--- config.mk ---
export PLATFORM = sky130hd
export DESIGN_NAME = rv32_alu
export DESIGN_NICKNAME = d
export VERILOG_FILES = /design/src/rtl/rv32_alu.sv
export SDC_FILE = /design/constraint.sdc
export NUM_CORES = 1
export LEC_CHECK = 0
export CAP_MARGIN = 25
export CORE_ASPECT_RATIO = 1.75
export CORE_MARGIN = 2
export CORE_UTILIZATION = 40
export CTS_CLUSTER_SIZE = 28
export DETAILED_ROUTE_END_ITERATION = 8
export MAX_ROUTING_LAYER = met4
export PLACE_DENSITY = 0.64
export SLEW_MARGIN = 20
export SYNTH_ARGS = -nofsm -noshare
export SYNTH_HDL_FRONTEND = slang
export SYNTH_SLANG_ARGS = --single-unit
--- constraint.sdc ---
create_clock -name clk -period 0.8 [get_ports clk]
set_input_delay 0.16 -clock clk [delete_from_list [all_inputs] [get_ports clk]]
set_output_delay 0.16 -clock clk [all_outputs]
set_load 0.01 [all_outputs]
--- src/rtl/rv32_alu.sv ---
// rv32_alu: RV32I integer ALU with registered result and compare flags.
// One clock of latency, asynchronous active-low reset.
// Optional feature macro: ALU_OVERFLOW_EN adds the registered signed-overflow output V.
module rv32_alu (
   input  logic        clk,
   input  logic        rst_n,
   input  logic [31:0] A,
   input  logic [31:0] B,
   input  logic [2:0]  FUNC,
   input  logic        sub_sra,
   output logic [31:0] S,
   output logic        EQ,
   output logic        LU,
   output logic        LS
`ifdef ALU_OVERFLOW_EN
   ,
   output logic        V
`endif
);

   localparam int unsigned DATA_W  = 32;
   localparam int unsigned SHAMT_W = 5;

   localparam logic [2:0] FUNC_ADD  = 3'b000;
   localparam logic [2:0] FUNC_SLL  = 3'b001;
   localparam logic [2:0] FUNC_SLT  = 3'b010;
   localparam logic [2:0] FUNC_SLTU = 3'b011;
   localparam logic [2:0] FUNC_XOR  = 3'b100;
   localparam logic [2:0] FUNC_SR   = 3'b101;
   localparam logic [2:0] FUNC_OR   = 3'b110;
   localparam logic [2:0] FUNC_AND  = 3'b111;

   logic [SHAMT_W-1:0]       shamt;
   logic [DATA_W-1:0]        b_inv;
   logic [DATA_W-1:0]        sum;
   logic [DATA_W-1:0]        sll_res;
   logic [DATA_W-1:0]        srl_res;
   logic signed [DATA_W-1:0] a_signed;
   logic [DATA_W-1:0]        sra_res;
   logic [DATA_W-1:0]        res_c;
   logic                     eq_c;
   logic                     lu_c;
   logic                     ls_c;
   logic                     is_addsub_c;
   logic                     ovf_c;

   // Shared adder: subtraction is A + ~B + 1, with the +1 as the carry-in.
   always_comb begin
      shamt    = B[SHAMT_W-1:0];
      b_inv    = sub_sra ? ~B : B;
      sum      = A + b_inv + DATA_W'(sub_sra);
      a_signed = A;
      sll_res  = A << shamt;
      srl_res  = A >> shamt;
      sra_res  = DATA_W'(a_signed >>> shamt);
   end

   // Result mux on funct3; SLT/SLTU reuse the adder and rely on the flags.
   always_comb begin
      res_c       = '0;
      is_addsub_c = 1'b0;
      case (FUNC)
         FUNC_ADD, FUNC_SLT, FUNC_SLTU: begin
            res_c       = sum;
            is_addsub_c = 1'b1;
         end
         FUNC_SLL: res_c = sll_res;
         FUNC_XOR: res_c = A ^ B;
         FUNC_SR:  res_c = sub_sra ? sra_res : srl_res;
         FUNC_OR:  res_c = A | B;
         FUNC_AND: res_c = A & B;
         default:  res_c = 'x;
      endcase
   end

   // Compare flags are independent of FUNC and sub_sra.
   always_comb begin
      eq_c = (A == B);
      lu_c = (A < B);
      ls_c = (A[DATA_W-1] != B[DATA_W-1]) ? A[DATA_W-1] : lu_c;
   end

   // Signed overflow of the adder: operands (after optional inversion) agree in sign, result differs.
   always_comb begin
      ovf_c = is_addsub_c && (A[DATA_W-1] == b_inv[DATA_W-1]) && (sum[DATA_W-1] != A[DATA_W-1]);
   end

   // Output registers.
   always_ff @(posedge clk or negedge rst_n) begin
      if (!rst_n) begin
         S  <= '0;
         EQ <= 1'b0;
         LU <= 1'b0;
         LS <= 1'b0;
      end else begin
         S  <= res_c;
         EQ <= eq_c;
         LU <= lu_c;
         LS <= ls_c;
      end
   end

`ifdef ALU_OVERFLOW_EN
   // Overflow flag register.
   always_ff @(posedge clk or negedge rst_n) begin
      if (!rst_n) begin
         V <= 1'b0;
      end else begin
         V <= ovf_c;
      end
   end
`else
   logic unused_ovf;
   assign unused_ovf = ovf_c;
`endif

endmodule

==> Word level (Yosys, flattened, before mapping) <==
Index checks and enable logic that the tools add are counted.
{ "totals": {"ff_bits": 35, "inputBits": 70} }
{ "classes": {"bitwise": 4, "order_cmp": 1, "n_addsub": 2, "n_shift": 3, "n_eq_ne": 9, "n_mux": 4, "reduce_logical": 2} }
{ "op_table": {"columns": ["op", "n"], "rows": [
  ["32-bit case mux with 6 select lines", 1],
  ["32-bit 2-to-1 mux", 2],
  ["32-bit by 1-bit adder with 32-bit output", 1],
  ["32-bit adder", 1],
  ["32-bit bitwise AND", 1],
  ["32-bit equality test", 1],
  ["32-bit < comparator", 1],
  ["32-bit NOT", 1],
  ["32-bit bitwise OR", 1],
  ["32-bit by 5-bit << shifter with 32-bit output", 1],
  ["32-bit by 5-bit >> shifter with 32-bit output", 1],
  ["32-bit by 5-bit >>> shifter with 32-bit output", 1],
  ["32-bit bitwise XOR", 1],
  ["3-bit equality test (second input constant)", 4],
  ["3-bit by 2-bit equality test with 1-bit output (second input constant)", 2],
  ["3-bit by 1-bit equality test with 1-bit output (second input constant)", 1],
  ["3-bit logical NOT", 1],
  ["3-bit OR reduction", 1],
  ["1-bit 2-to-1 mux", 1],
  ["1-bit inequality test", 1]
]} }

==> Longest topological paths before layout <==
Gate-level depths: netlist (run 1).
{ "logic_depth": {"depth_word": 5, "depth_mapped": 15, "depth_no_buf": 11} }

==> Least setup slack after synthesis (run 1) <==
Ideal clock, no wire load.
{ "synth_path": {"path_type": "input-to-reg", "start": "input sub_sra", "end": "register S[28]", "arrival_ps": 3156, "required_time_ps": 730, "setup_slack_ps": -2426, "cell_stages": 14, "path_buffers": 3, "path_cell_list": "buf_2 > clkbuf_1 > clkbuf_1 > xor2_1 > inv_1 > fa_1 > nand2b_1 > a21oi_1 > o31ai_1 > a21oi_1 > nor3_1 > or4_1 > a21boi_0 > nand3b_1"} }
{ "synth_via": {"elab_chain_cells": 4} }
{ "synth_rtl": {"columns": ["item", "line_no", "rtl"], "rows": [
  ["start, declared", "10", "input logic sub_sra,"],
  ["32-bit 2-to-1 mux", "50", "b_inv = sub_sra ? ~B : B;"],
  ["32-bit adder", "51", "sum = A + b_inv + DATA_W'(sub_sra);"],
  ["32-bit by 1-bit adder with 32-bit output", "51", null],
  ["32-bit case mux with 6 select lines (*)", "62", "case (FUNC)"],
  ["named net res_c[28]", "40", "logic [DATA_W-1:0] res_c;"],
  ["end signal, assigned", "96", "S <= res_c;"],
  ["end, declared", "11", "output logic [31:0] S,"]
]} }
The timed path passes the listed nets; every way through them passes the cells marked *.

==> Worst setup path in the final report (run 1) <==
{ "layout_path": {"start": "input sub_sra", "end": "register S[25]"} }
Same word-level chain as after synthesis.

==> results of run 1 <==
==> cell families after synthesis <==
group / synth area share (%)
AO/OA/AOI/OAI: 26.4
XOR/XNOR: 4.73
adder cells (fa/ha/maj): 17.8
buffers and inverters: 7.92
flip-flops: 9.46
multiplexers: 18.4
AND/OR/NAND/NOR: 15.3
==> area by class of cell <==
type / instances / area [sq um]
inverter: 90 / 362
multi-input combinational: 991 / 9250
sequential: 35 / 876
tap: 300 / 375
clock buffer: 6 / 129
clock inverter: 2 / 60.1
timing repair buffer: 644 / 5680
fill: 1693 / 6020
==> path summary, 6_finish.rpt <==
check / endpoint / slack, ns
setup / recovery: S[25]$_DFF_PN0_ / -1.67
hold / removal: S[25]$_DFF_PN0_ / 0.36
max in group asynchronous: S[27]$_DFF_PN0_ / 0.24
min in group clk: S[1]$_DFF_PN0_ / 0.36
==> layout by cell type, fill, tap and decap left out, types with 13 or more instances in the layout <==
master / n
sky130_fd_sc_hd__a21oi_1: 70
sky130_fd_sc_hd__buf_6: 95
sky130_fd_sc_hd__buf_2: 41
sky130_fd_sc_hd__mux4_2: 48
sky130_fd_sc_hd__inv_2: 14
sky130_fd_sc_hd__o21ai_2: 15
sky130_fd_sc_hd__nor2_1: 98
sky130_fd_sc_hd__buf_12: 25
sky130_fd_sc_hd__buf_4: 414
sky130_fd_sc_hd__xor2_1: 32
sky130_fd_sc_hd__buf_8: 13
sky130_fd_sc_hd__ha_1: 97
sky130_fd_sc_hd__dfrtp_1: 35
sky130_fd_sc_hd__nor3_1: 13
sky130_fd_sc_hd__dlygate4sd2_1: 31
sky130_fd_sc_hd__o21ai_1: 21
sky130_fd_sc_hd__a22o_1: 22
sky130_fd_sc_hd__o211ai_1: 14
sky130_fd_sc_hd__a21oi_2: 40
sky130_fd_sc_hd__nand2_1: 92
sky130_fd_sc_hd__mux2i_1: 36
sky130_fd_sc_hd__ha_4: 29
sky130_fd_sc_hd__a21o_1: 13
sky130_fd_sc_hd__o21ai_0: 66
sky130_fd_sc_hd__inv_1: 68
==> metal layers <==
layer,track usage (%),up-vias,part of all wire [%]
met4,40.3,0,13
met2,71.1,731,50
met5,-,-,0
li1,-,5518,-
met1,39.4,6003,32
met3,3.55,298,5.9
==> synthesized netlist by cell type (13+ instances only) <==
cell type	count
sky130_fd_sc_hd__o21ai_0	92
sky130_fd_sc_hd__buf_2	13
sky130_fd_sc_hd__nor3_1	17
sky130_fd_sc_hd__nand3_1	15
sky130_fd_sc_hd__inv_1	89
sky130_fd_sc_hd__nand2_1	99
sky130_fd_sc_hd__nor2_1	116
sky130_fd_sc_hd__o21ai_1	17
sky130_fd_sc_hd__dfrtp_1	35
sky130_fd_sc_hd__xor2_1	40
sky130_fd_sc_hd__mux2i_1	52
sky130_fd_sc_hd__o211ai_1	14
sky130_fd_sc_hd__mux4_2	48
sky130_fd_sc_hd__a21o_1	13
sky130_fd_sc_hd__clkbuf_1	51
sky130_fd_sc_hd__a21oi_1	119
sky130_fd_sc_hd__ha_1	130
sky130_fd_sc_hd__nand2b_1	14
sky130_fd_sc_hd__a22o_1	22
==> power groups by stage <==
stage / clock [mW] / sequential [mW] / combinational (mW)
after floorplan: 0 / 2.38 / 5.03
after global placement: 0 / 2.22 / 10.7
after detailed placement: 0 / 2.22 / 10.8
after CTS: 2.64 / 2.19 / 12.4
after global routing: 2.74 / 2.22 / 14.0
final: 2.66 / 2.20 / 13.3
==> registers in the layout, summed over array words and instances (netlist names) <==
register and flops:
EQ 1, S 32, LS 1, LU 1
==> repair_timing <==
item,CTS,global route
pin swaps,140,89
cloned,7,1
buffers inserted,74,21
resized for setup,579,129
hold buffers,1,0
hold endpoints to repair,35,0
setup endpoints to repair,70,70
==> flow_summary.json, run 1 <==
{
  "dp.final_hpwl_mm": 37.0,
  "switching_power_mw": 7.75,
  "fin_area_sq_mm": 0.0167,
  "wl_mm": 50.3,
  "power.total_mw": 18.2,
  "global_route.usage.total_pct": 41.0,
  "finalWorstSetupSlack_ns": -1.67,
  "placed_instance_area_sq_mm": 0.0140,
  "outcome": "finished with violations",
  "postSynth.topFlopCell": "sky130_fd_sc_hd__dfrtp_1",
  "grt_overflow": 0,
  "clockRootBuffer": "sky130_fd_sc_hd__clkbuf_16",
  "post_drt_wl_per_cell_microns": 24.3,
  "post_synth_instance_area_sq_mm": 0.00926,
  "worst-slew-pin-transition_ns": 0.651,
  "cellPowerDensity_mw_per_mm2": 1090,
  "critPathBufInv": 4,
  "grt_antenna_before_repair": 0,
  "timing.max_slew.rel_slack_pct": 56.2,
  "cpLargestDelayFamily": "compound AO/OA/AOI/OAI gates",
  "coreArea_sq_mm": 0.0227,
  "synth_async_sr_flop_share_pct": 100,
  "synthTopCellsByArea": "sky130_fd_sc_hd__ha_1 18%, sky130_fd_sc_hd__mux4_2 12%, sky130_fd_sc_hd__dfrtp_1 9.5%",
  "critPathLaunchType": "input port",
  "worst_setup_path_end_kind": "flop",
  "total_leakage_power_nw": 7.77,
  "setup.worst_path.start": "sub_sra",
  "final_slew_violations": 0,
  "failed_checks": "setup timing",
  "required_ns": 0.97,
  "floorplan.die.width_microns": 119,
  "timing.critical_path.cells": "buf_12, buf_12, buf_8, xor2_1, ha_1, nand4_1, nand3b_1, a21oi_4, o2111ai_4, buf_6, a21oi_4, mux2i_1, a211o_1",
  "initial_standard_cell_utilization_of_the_core_pct": 40.7,
  "combPwrFrac_pct": 73.3,
  "criticalPathCategory": "in2reg",
  "die_y_microns": 205,
  "number_of_buffers_on_the_longest_clock_path": 2,
  "final_cell_count_no_fill": 2068,
  "hold_violations": 0,
  "critical_path.slowest_cell": "sky130_fd_sc_hd__ha_1",
  "p_clk_share_pct": 14.6,
  "top_level_ports": 105,
  "synthesis.nets": 1400,
  "gp_routability_congestion": 1.11,
  "detailedRoute.firstPassIterationCount": 5,
  "grt_setup_unrepaired": "yes",
  "intPower_mw": 10.4,
  "final_net_count": 1968,
  "h-tree-depth": 2,
  "maxClockFrequency_ghz": 0.405,
  "via_count_of_the_first_global_routing_pass": 13000,
  "cp_slowest_stage_delay_ns": 0.34,
  "hold_ws_ns": 0.355,
  "count_of_cell_instances_traversed_by_the_critical_path": 13,
  "placementRows": 73,
  "count_of_routing_violations_after_the_opening_detailed_route_iteration": 972,
  "pre_cts_ws_ns": -2.20,
  "critical_path_arrival_ns": 2.64,
  "grt_start_max_net_pins": 69,
  "grt_first_pass_wirelength_mm": 73.8,
  "design.die.area_sq_mm": 0.0244,
  "dp_cells": 1976,
  "p_seq_share_pct": 12.1,
  "drt_drc_violations_left": 0,
  "drv.max_cap_violation_count": 0,
  "synth-edff-count": 0,
  "detailroute.via_count": 12600,
  "insertedDiodeCount": 0,
  "cts_num_sinks": 35,
  "hold_class": "in2async",
  "path_clk_slew_ns": 0.06,
  "post-route-period-util_pct": 309,
  "synthDominantCellAreaShare_pct": 17.6,
  "area_overhead_vs_synth_pct": 80.7,
  "leading_area_contributor_after_synthesis": "sky130_fd_sc_hd__ha_1",
  "drt-vias-per-instance": 6.07,
  "finalWorstPathRequiredPeriod_ns": 2.47,
  "tritoncts_clock_tree": "done",
  "switching_share_pct": 42.6,
  "timing.final.setup_violations": 70,
  "setup_tns_ns": -51.39,
  "postSynthRegisterBits": 35,
  "layout-drive-gt1-share_pct": 51.3,
  "yosysUniqueCellTypes": 73,
  "port_buffers": 104,
  "tritoncts.num_buffers": 5,
  "synth.yosys.seq_area_share_pct": 9.46,
  "postSynthAreaPerCell_sq_um": 7.72,
  "post_synth_inst_count": 1199,
  "crit_path_max_fanout": 7,
  "final_core_utilization_pct": 73.5,
  "synth.yosys.warnings": 0,
  "antenna_violating_nets_post_route": 0,
  "peakVddDrop_uv": 819
}
Note: power is estimated with default switching activity, not from simulation.
==> run 2, diff against run 1 <==
CELL_PAD_IN_SITES_DETAIL_PLACEMENT = 1   (was not set)
CELL_PAD_IN_SITES_GLOBAL_PLACEMENT = 1   (was not set)
PLACE_DENSITY = 0.81   (was 0.64)
TNS_END_PERCENT = 100   (was not set)
==> run 2 against run 1 <==
Against the previous run:
- area after synthesis is the same
- synthesized cell count is the same
- the run now fails in 5_1_grt
==> flow_summary.json, run 2 <==
{
  "outcome": "stopped before the end",
  "failed_stage": "5_1_grt",
  "error_that_ended_the_run": "[ERROR GRT-0116] Global routing finished with congestion. Check the congestion regions in the DRC Viewer.",
  "grt_start_max_net_pins": 58,
  "top_level_ports": 105,
  "postSynth.topFlopCell": "sky130_fd_sc_hd__dfrtp_1",
  "port_buffers": 104,
  "floorplan.die.width_microns": 119,
  "dp.final_hpwl_mm": 45.8,
  "synth.yosys.warnings": 0,
  "synthDominantCellAreaShare_pct": 17.6,
  "post_synth_instance_area_sq_mm": 0.00926,
  "synthTopCellsByArea": "sky130_fd_sc_hd__ha_1 18%, sky130_fd_sc_hd__mux4_2 12%, sky130_fd_sc_hd__dfrtp_1 9.5%",
  "placementRows": 73,
  "postSynthRegisterBits": 35,
  "synth_async_sr_flop_share_pct": 100,
  "synthMostInstantiatedCell": "sky130_fd_sc_hd__ha_1",
  "cts_num_sinks": 35,
  "gp_routability_congestion": 1.01,
  "global_route.usage.total_pct": 78.9,
  "tritoncts.num_buffers": 5,
  "die_y_microns": 205,
  "initial_standard_cell_utilization_of_the_core_pct": 40.7,
  "clockRootBuffer": "sky130_fd_sc_hd__clkbuf_16",
  "leading_area_contributor_after_synthesis": "sky130_fd_sc_hd__ha_1",
  "via_count_of_the_first_global_routing_pass": 19000,
  "post_synth_inst_count": 1199,
  "ys_top_cells_by_count": "130 x sky130_fd_sc_hd__ha_1, 119 x sky130_fd_sc_hd__a21oi_1, 116 x sky130_fd_sc_hd__nor2_1",
  "postSynthAreaPerCell_sq_um": 7.72,
  "synth.yosys.seq_area_share_pct": 9.46,
  "h-tree-depth": 2,
  "yosysUniqueCellTypes": 73,
  "synthesis.nets": 1400,
  "number_of_buffers_on_the_longest_clock_path": 2,
  "grt_first_pass_wirelength_mm": 142,
  "grt_overflow": 204,
  "synth-edff-count": 0
}
[run 2: cell families after synthesis]
| group | Yosys count | synth area share (%) |
|---|---|---|
| adder cells (fa/ha/maj) | 131 | 17.8 |
| XOR/XNOR | 50 | 4.73 |
| flip-flops | 35 | 9.46 |
| AO/OA/AOI/OAI | 386 | 26.4 |
| AND/OR/NAND/NOR | 316 | 15.3 |
| multiplexers | 108 | 18.4 |
| buffers and inverters | 173 | 7.92 |
[run 2: per-layer routing]
layer	GRT overflow	track usage [%]
met1	0	72.7
met2	120	98.3
met3	6	58.3
met4	78	85.6
met5	-	-
[run 2: per-stage QoR]
step | hold WS [ns] | std cells | util, % | instance area (sq um) | worst slack, ns
after detailed placement | 0.156 | 1968 | 61.6 | 14000 | -2.37
after global placement | 0.148 | 1968 | 61.6 | 14000 | -2.17
after CTS | 0.345 | 2056 | 70.1 | 15900 | -1.63
after floorplan | -0.136 | 1199 | - | 9730 | -1.85
[run 2: what timing repair did]
item,CTS
setup buffers,75
hold buffers,1
endpoints found under the setup margin,70
hold endpoints to repair,35
gates resized for setup,565
cloned,9
pin swaps,120
==> run 3, diff against run 2 <==
CELL_PAD_IN_SITES_DETAIL_PLACEMENT = not set   (was 1)
CELL_PAD_IN_SITES_GLOBAL_PLACEMENT = not set   (was 1)
CORE_ASPECT_RATIO = not set   (was 1.75)
CORE_UTILIZATION = 25   (was 40)
CTS_CLUSTER_SIZE = not set   (was 28)
MAX_ROUTING_LAYER = not set   (was met4)
PLACE_DENSITY = not set   (was 0.81)
PLACE_DENSITY_LB_ADDON = 0.15   (was not set)
==> run 3 against run 2 <==
Against the previous run:
- the flow now finishes, with violations (setup timing)
==> flow_summary.json, run 3 (same netlist as run 1, synthesis figures left out) <==
{
  "insertedDiodeCount": 0,
  "hold_violations": 0,
  "hold_class": "in2async",
  "most-common-layout-cells": "423 x sky130_fd_sc_hd__buf_4, 95 x sky130_fd_sc_hd__ha_1, 93 x sky130_fd_sc_hd__nand2_1, 92 x sky130_fd_sc_hd__nor2_1, 85 x sky130_fd_sc_hd__buf_6",
  "floorplan.die.width_microns": 196,
  "design.die.area_sq_mm": 0.0386,
  "total_leakage_power_nw": 7.80,
  "coreArea_sq_mm": 0.0365,
  "critical_path.slowest_cell": "sky130_fd_sc_hd__ha_1",
  "cp_slowest_stage_delay_ns": 0.35,
  "dp_cells": 2147,
  "initial_standard_cell_utilization_of_the_core_pct": 25.3,
  "cts_num_sinks": 35,
  "critical_path_arrival_ns": 2.66,
  "tritoncts_clock_tree": "done",
  "top_level_ports": 105,
  "criticalPathCategory": "in2reg",
  "port_buffers": 104,
  "cellPowerDensity_mw_per_mm2": 1040,
  "grt_start_max_net_pins": 68,
  "number_of_buffers_on_the_longest_clock_path": 2,
  "wl_mm": 50.0,
  "via_count_of_the_first_global_routing_pass": 11800,
  "final_slew_violations": 0,
  "antenna_violating_nets_post_route": 0,
  "intPower_mw": 9.90,
  "grt_antenna_before_repair": 1,
  "crit_path_max_fanout": 7,
  "final_net_count": 1974,
  "p_seq_share_pct": 12.8,
  "timing.final.setup_violations": 70,
  "power.total_mw": 17.6,
  "setup.worst_path.start": "sub_sra",
  "h-tree-depth": 2,
  "drv.max_cap_violation_count": 0,
  "nFillCells": 3554,
  "peakVddDrop_uv": 750,
  "layout-drive-gt1-share_pct": 51.9,
  "grt_first_pass_wirelength_mm": 73.3,
  "finalWorstSetupSlack_ns": -1.67,
  "combPwrFrac_pct": 75.6,
  "worst-slew-pin-transition_ns": 0.655,
  "switching_power_mw": 7.66,
  "detailedRoute.firstPassIterationCount": 6,
  "path_clk_slew_ns": 0.06,
  "post-route-period-util_pct": 309,
  "hold_ws_ns": 0.350,
  "count_of_routing_violations_after_the_opening_detailed_route_iteration": 991,
  "critPathBufInv": 3,
  "grt_setup_unrepaired": "yes",
  "switching_share_pct": 43.6,
  "dp.final_hpwl_mm": 39.0,
  "final_core_utilization_pct": 46.4,
  "area_overhead_vs_synth_pct": 83.0,
  "finalWorstPathRequiredPeriod_ns": 2.47,
  "timing.critical_path.cells": "buf_8, buf_12, buf_16, xor2_1, ha_1, nand4_1, nand3b_1, a21oi_4, o2111ai_4, a31oi_4, nor3_2, a211o_1",
  "p_clk_share_pct": 11.6,
  "failed_checks": "setup timing",
  "regMostFlops": "S",
  "gp_routability_congestion": 0.922,
  "required_ns": 0.98,
  "worst_setup_path_end_kind": "flop",
  "layout.cells.most_common": "sky130_fd_sc_hd__buf_4",
  "grt_overflow": 0,
  "clockRootBuffer": "sky130_fd_sc_hd__clkbuf_16",
  "cpLargestDelayFamily": "compound AO/OA/AOI/OAI gates",
  "timing.max_slew.rel_slack_pct": 56.0,
  "die_y_microns": 196,
  "tritoncts.num_buffers": 5,
  "maxClockFrequency_ghz": 0.404,
  "outcome": "finished with violations",
  "final_cell_count_no_fill": 2242,
  "drt-vias-per-instance": 5.26,
  "placementRows": 70,
  "post_drt_wl_per_cell_microns": 22.3,
  "detailroute.via_count": 11800,
  "global_route.usage.total_pct": 25.4,
  "drt_drc_violations_left": 0,
  "critPathLaunchType": "input port",
  "largest_reg_flops": 32
}
[run 3: routing by layer]
| metal | routed length (microns) | vias to the layer above | global-route usage, % |
|---|---|---|---|
| li1 | - | 5532 | - |
| met1 | 23100 | 5796 | 36.4 |
| met2 | 22400 | 409 | 39.9 |
| met3 | 3280 | 58 | 3.66 |
| met4 | 1250 | 0 | 6.85 |
| met5 | 0 | - | 0 |
[run 3: repair_timing]
item | 4_1_cts | 5_1_grt
setup buffers | 59 | 36
pin swaps | 109 | 93
setup endpoints to repair | 70 | 70
resized for setup | 542 | 173
hold buffers | 1 | 0
gates cloned | 5 | 1
hold endpoints to repair | 35 | 0
[run 3: power groups by stage]
stage / clock [mW] / sequential [mW] / combinational, mW
CTS: 2.12 / 2.25 / 12.3
finish: 2.04 / 2.25 / 13.3
global route: 2.17 / 2.27 / 14.1
floorplan: 0 / 2.38 / 5.03
detailed placement: 0 / 2.27 / 11.0
global placement: 0 / 2.28 / 11.0
[run 3: final timing paths]
kind,slack [ns],endpoint,depth (start not counted)
min in group clk,0.36,S[1]$_DFF_PN0_,4
max in group asynchronous,0.22,LS$_DFF_PN0_,3
setup / recovery,-1.67,S[27]$_DFF_PN0_,12
hold / removal,0.35,S[10]$_DFF_PN0_,3
[run 3: tightest hold or removal path: cells and delay by family]
kind                   cells  cell delay [ns]
buffers and inverters      3             0.87
[run 3: layout make-up]
class	count	area, sq um	area share [%]
clock buffers	7	133	0.783
repair buffers	650	5790	34.2
clock inverters	1	5.00	0.0295
multi-input cells	991	9200	54.3
flip-flops and latches	35	876	5.17
inverters	90	362	2.13
well taps	468	586	3.46
[run 3: per-stage QoR]
stage	cell area, sq um	setup WS (ns)	TNS, ns
global route	16900	-1.78	-56.81
CTS	16100	-1.65	-53.62
detailed placement	14400	-2.30	-78.16
global placement	14400	-2.24	-77.96
finish	16900	-1.67	-53.55
floorplan	9730	-1.85	-49.81
